--- src/rtl/branch_resolve_pkg.sv ---
// Shared types for branch resolution: front-end prediction record and BPU update record.
package branch_resolve_pkg;
   localparam logic [1:0] BIsNone = 2'd0;
   localparam logic [1:0] BIsImme = 2'd1;
   localparam logic [1:0] BIsCall = 2'd2;
   localparam logic [1:0] BIsRetn = 2'd3;

   typedef struct packed {
      logic        IsTaken;
      logic [31:0] Target;
      logic [1:0]  Type;
      logic [1:0]  Count;
      logic        Hit;
      logic        Valid;
   } presult_t;

   typedef struct packed {
      logic        Valid;
      logic [31:0] PC;
      logic [31:0] Target;
      logic [1:0]  Type;
      logic [1:0]  Count;
      logic        Hit;
      logic        IsTaken;
   } bresult_t;
endpackage

--- src/rtl/branch_resolve.sv ---
// EXE-stage branch resolution: mispredict detection, delay-slot aware redirect,
// BPU update record and performance counters.
//
// state   | meaning
// IDLE    | resolving instructions in EXE
// WAIT_DS | mispredict seen, waiting for its delay slot to reach ID
// FLUSH   | one-cycle IF_Flush / redirect pulse
module branch_resolve
   import branch_resolve_pkg::*;
(
   input  logic        clk,
   input  logic        rst,
   input  logic        EXE_Valid,
   input  logic        EXE_Stall,
   input  logic [31:0] EXE_PC,
   input  presult_t    EXE_PResult,
   input  logic [1:0]  EXE_Type,
   input  logic        EXE_Taken,
   input  logic [31:0] EXE_ActTarget,
   input  logic        DS_InPipe,
   input  logic        EXC_Flush,
   output bresult_t    EXE_BResult,
   output logic        IF_Flush,
   output logic        Redirect_Valid,
   output logic [31:0] Redirect_PC,
   output logic [31:0] BranchCnt,
   output logic [31:0] MissCnt
);

   typedef enum logic [1:0] {IDLE, WAIT_DS, FLUSH} state_e;

   state_e      state;
   logic        done;
   logic [31:0] cpc_q;

   logic        pt;
   logic        act_taken;
   logic        mispredict;
   logic        resolve;
   logic [31:0] cpc;

   always_comb begin
      pt         = EXE_PResult.Valid & EXE_PResult.IsTaken;
      act_taken  = (EXE_Type != BIsNone) & EXE_Taken;
      mispredict = (pt != act_taken) |
                   (pt & act_taken & (EXE_PResult.Target != EXE_ActTarget));
      cpc        = act_taken ? EXE_ActTarget : EXE_PC + 32'd8;
      resolve    = EXE_Valid & ~done & (state == IDLE);
   end

   // done stays set while the resolved instruction is held in EXE
   always_ff @(posedge clk or posedge rst) begin
      if (rst)
         done <= 1'b0;
      else if (!EXE_Stall)
         done <= 1'b0;
      else if (resolve)
         done <= 1'b1;
   end

   always_ff @(posedge clk or posedge rst) begin
      if (rst) begin
         state          <= IDLE;
         cpc_q          <= 32'd0;
         IF_Flush       <= 1'b0;
         Redirect_Valid <= 1'b0;
         Redirect_PC    <= 32'd0;
      end else begin
         IF_Flush       <= 1'b0;
         Redirect_Valid <= 1'b0;
         Redirect_PC    <= 32'd0;
         if (EXC_Flush) begin
            state <= IDLE;
         end else begin
            case (state)
               IDLE: begin
                  if (resolve && mispredict) begin
                     cpc_q <= cpc;
                     if (DS_InPipe) begin
                        state          <= FLUSH;
                        IF_Flush       <= 1'b1;
                        Redirect_Valid <= 1'b1;
                        Redirect_PC    <= cpc;
                     end else begin
                        state <= WAIT_DS;
                     end
                  end
               end
               WAIT_DS: begin
                  if (DS_InPipe) begin
                     state          <= FLUSH;
                     IF_Flush       <= 1'b1;
                     Redirect_Valid <= 1'b1;
                     Redirect_PC    <= cpc_q;
                  end
               end
               FLUSH:   state <= IDLE;
               default: state <= IDLE;
            endcase
         end
      end
   end

   // Hit on a non-branch still produces an update so the aliased entry is cleared
   always_ff @(posedge clk or posedge rst) begin
      if (rst) begin
         EXE_BResult <= '0;
      end else begin
         EXE_BResult.Valid <= resolve & ((EXE_Type != BIsNone) | EXE_PResult.Hit);
         if (resolve) begin
            EXE_BResult.PC      <= EXE_PC;
            EXE_BResult.Target  <= EXE_ActTarget;
            EXE_BResult.Type    <= EXE_Type;
            EXE_BResult.Count   <= EXE_PResult.Count;
            EXE_BResult.Hit     <= EXE_PResult.Hit;
            EXE_BResult.IsTaken <= EXE_Taken;
         end
      end
   end

   always_ff @(posedge clk or posedge rst) begin
      if (rst) begin
         BranchCnt <= 32'd0;
         MissCnt   <= 32'd0;
      end else if (resolve) begin
         if ((EXE_Type != BIsNone) && (BranchCnt != 32'hFFFF_FFFF))
            BranchCnt <= BranchCnt + 32'd1;
         if (mispredict && (MissCnt != 32'hFFFF_FFFF))
            MissCnt <= MissCnt + 32'd1;
      end
   end

endmodule

--- config.mk ---
export PLATFORM = sky130hd
export DESIGN_NAME = branch_resolve
export DESIGN_NICKNAME = d
export VERILOG_FILES = /design/src/rtl/branch_resolve_pkg.sv /design/src/rtl/branch_resolve.sv
export SDC_FILE = /design/constraint.sdc
export NUM_CORES = 1
export LEC_CHECK = 0
export CORE_MARGIN = 4
export CORE_UTILIZATION = 43
export CTS_CLUSTER_DIAMETER = 30
export DETAILED_ROUTE_END_ITERATION = 8
export GPL_ROUTABILITY_DRIVEN = 0
export PLACE_DENSITY = 0.74
export SLEW_MARGIN = 25
export SYNTH_ARGS = -nofsm -noshare
export SYNTH_HDL_FRONTEND = slang
export SYNTH_SLANG_ARGS = --single-unit
--- constraint.sdc ---
create_clock -name clk -period 6 [get_ports clk]
set_input_delay 0.6 -clock clk [delete_from_list [all_inputs] [get_ports clk]]
set_output_delay 0.6 -clock clk [all_outputs]
set_load 0.01 [all_outputs]
==> impl_metrics.tcl <==
set metrics [dict create \
    setup_tns_ps 0 \
    dr.pass1.iters 5 \
    rsz0062_at_grt "no" \
    tightest_slew_ps 963 \
    fin_crit_sh 0.620 \
    path_class "input port to flop" \
    drive_gt1_frac 0.178 \
    end_kind "flop" \
    wl_per_cell_um 19.9 \
    ios 281 \
    worst-path-buf-inv 2 \
    maxCapViolations 0 \
    synth_common_cells "dfrtp_1, mux2_2, xnor2_1, nand2_1, nand3_1" \
    syn_inst 823 \
    hpwl_um 20500 \
    die_area_um2 24600 \
    slew_violations 0 \
    grt_usage 0.230 \
    hold_violations 0 \
    num_rows 54 \
    crit_family "simple AND/OR/NAND/NOR gates" \
    first_iter_violations 502 \
    h-tree-depth 2 \
    post_cts_resized 0 \
    syn_area_um2 9540 \
    critPathArrivalTime_ps 4100 \
    ys_ff_latch 203 \
    grt_pass1_wl_um 44500 \
    cts-root-buf "clkbuf_16" \
    coreArea_um2 21800 \
    slowest_delay_ps 690 \
    yosysTopAreaCellShare 0.532 \
    ir_drop_mv 0.293 \
    finalClockSkew_ps 20.0 \
    synth_top_cell_by_area "dfrtp_1" \
    cts.sinks 203 \
    antenna_found_initial 1 \
    leakage_nw 5.79 \
    cts_setup_buffers 0 \
    slew-limit-headroom 0.358 \
    synthArstFlopShare 1.00 \
    syn-num-nets 939 \
    crit_chain "clkdlybuf4s50_1 -> xnor2_1 -> nand4_1 -> nor4_1 -> a21boi_0 -> o211ai_4 -> buf_16 -> mux2_2" \
    wirelength_um 28700 \
    clk_latency_ps 520 \
    overflow 0 \
    fmax_ghz 0.269 \
    io_buffers 278 \
    cts_tree "done" \
    syn_area_per_cell_um2 11.6 \
    fin_crit_ps 3720 \
    synth_ff_type "dfrtp_1" \
    ant_nets 0 \
    layout.nets 1241 \
    num_antenna_cells 0 \
    crit_slowest_cell "nor4_1" \
    p_per_area_nw_per_um2 366 \
    required_ps 6380 \
    grt_max_degree 70 \
    finalCoreUtilization 0.653 \
    vias 7609 \
    grt_pass1_vias 7948 \
    ys_warn_count 0 \
    area.growth.synth_to_final_pct 49.4 \
    clk_pin_slew_ps 50 \
    status "finished clean" \
    ys_types 47 \
    seq_area_frac_synth 0.532 \
    cts_buffers 45 \
    die_w_um 157 \
    drcViolationCount 0 \
    cts_buffer_depth 3 \
    postCtsHoldBufs 0 \
    worstHoldPathType "flop to flop" \
    ys_top_cells_by_area "dfrtp_1, mux2_2, xnor2_1" \
    initial_core_util 0.437 \
    start_kind "input port" \
    crit_fanout 20 \
    viasPerCell 5.28 \
    synth_edf_count 0 \
    yosysMostFrequentCell "dfrtp_1" \
    die_height_um 157 \
    setup_violations 0 \
]
-- state kept, by name, indices dropped and copies added, names as in the netlist --
| name | cells |
|---|---|
| BranchCnt | 32 |
| cpc_q | 32 |
| Redirect_PC | 32 |
| Redirect_Valid | 1 |
| state | 2 |
| EXE_BResult | 71 |
| MissCnt | 32 |
| done | 1 |
-- cell usage in the layout (no fill, tap or decap), types with 9 or more instances in the layout --
cell type and instances:
and3_1 25, xor2_1 34, mux2_2 102, nand4_1 32
clkinv_2 9, and4_1 12, nor2_1 43, xnor2_1 86
a32o_1 19, a21oi_1 44, nand3_1 47, nor3_1 11
buf_4 12, nand2_1 52, o21ai_0 16, clkbuf_16 47
dfrtp_1 203, clkdlybuf4s50_1 278
-- per-layer routing --
metal  global-route usage  routed length, um
met2                0.362              13500
met5                    0                  8
met4               0.0682                701
met1                0.308              12100
met3               0.0726               2410
-- path summary, 6_finish.rpt --
path                            slack, ps                         to  depth (start not counted)                    from
worst min-delay path                  490  Redirect_PC[26]$_DFF_PP0_                          1   cpc_q[26]$_DFFE_PP0P_
max in group asynchronous            4170  BranchCnt[29]$_DFFE_PP0P_                          4                     rst
worst min register to register        490  Redirect_PC[26]$_DFF_PP0_                          1   cpc_q[26]$_DFFE_PP0P_
min in group asynchronous             580      cpc_q[14]$_DFFE_PP0P_                          3                     rst
worst max-delay path                 2280       cpc_q[0]$_DFFE_PP0P_                          8       EXE_ActTarget[18]
worst max register to register       3090     MissCnt[1]$_DFFE_PP0P_                          8  MissCnt[0]$_DFFE_PP0P_
-- layout make-up --
cell class	count	area [um2]
Clock inverter	27	323
Inverter	8	33.8
Fill cell	1692	7570
Timing Repair Buffer	291	2900
Tap cell	280	350
Clock buffer	57	1280
Multi-Input combinational cell	576	4280
Sequential cell	203	5080
-- report_power, final --
| group | leakage, nW | switching [W] | internal [W] | total, W |
|---|---|---|---|---|
| sequential | 2.57 | 0.000152 | 0.00161 | 0.00176 |
| combinational | 2.44 | 0.000382 | 0.000529 | 0.000911 |
| clock | 0.779 | 0.000777 | 0.00177 | 0.00254 |
| total | 5.79 | 0.00131 | 0.00390 | 0.00521 |
-- kinds of logic after synthesis --
group / count (synthesis) / share of synthesized area
compound gates: 90 / 0.0618
xor+xnor: 120 / 0.110
fa+ha+maj: 4 / 0.00525
buf+inv: 44 / 0.0212
flops: 203 / 0.532
mux: 107 / 0.126
simple gates: 255 / 0.143
-- metrics by stage --
step                      area (um2)  cells  power (W)  setup slack, ps  hold slack (ps)
after floorplan                 9540    823    0.00218             2770              460
after global placement         12600   1357    0.00266             1720              473
after detailed placement       12600   1358    0.00269             1880              475
after CTS                      14200   1442    0.00527             2400              489
after global routing           14300   1442    0.00545             2170              504
final                          14300   1442    0.00521             2280              488
(Power assumes the default switching activity.)
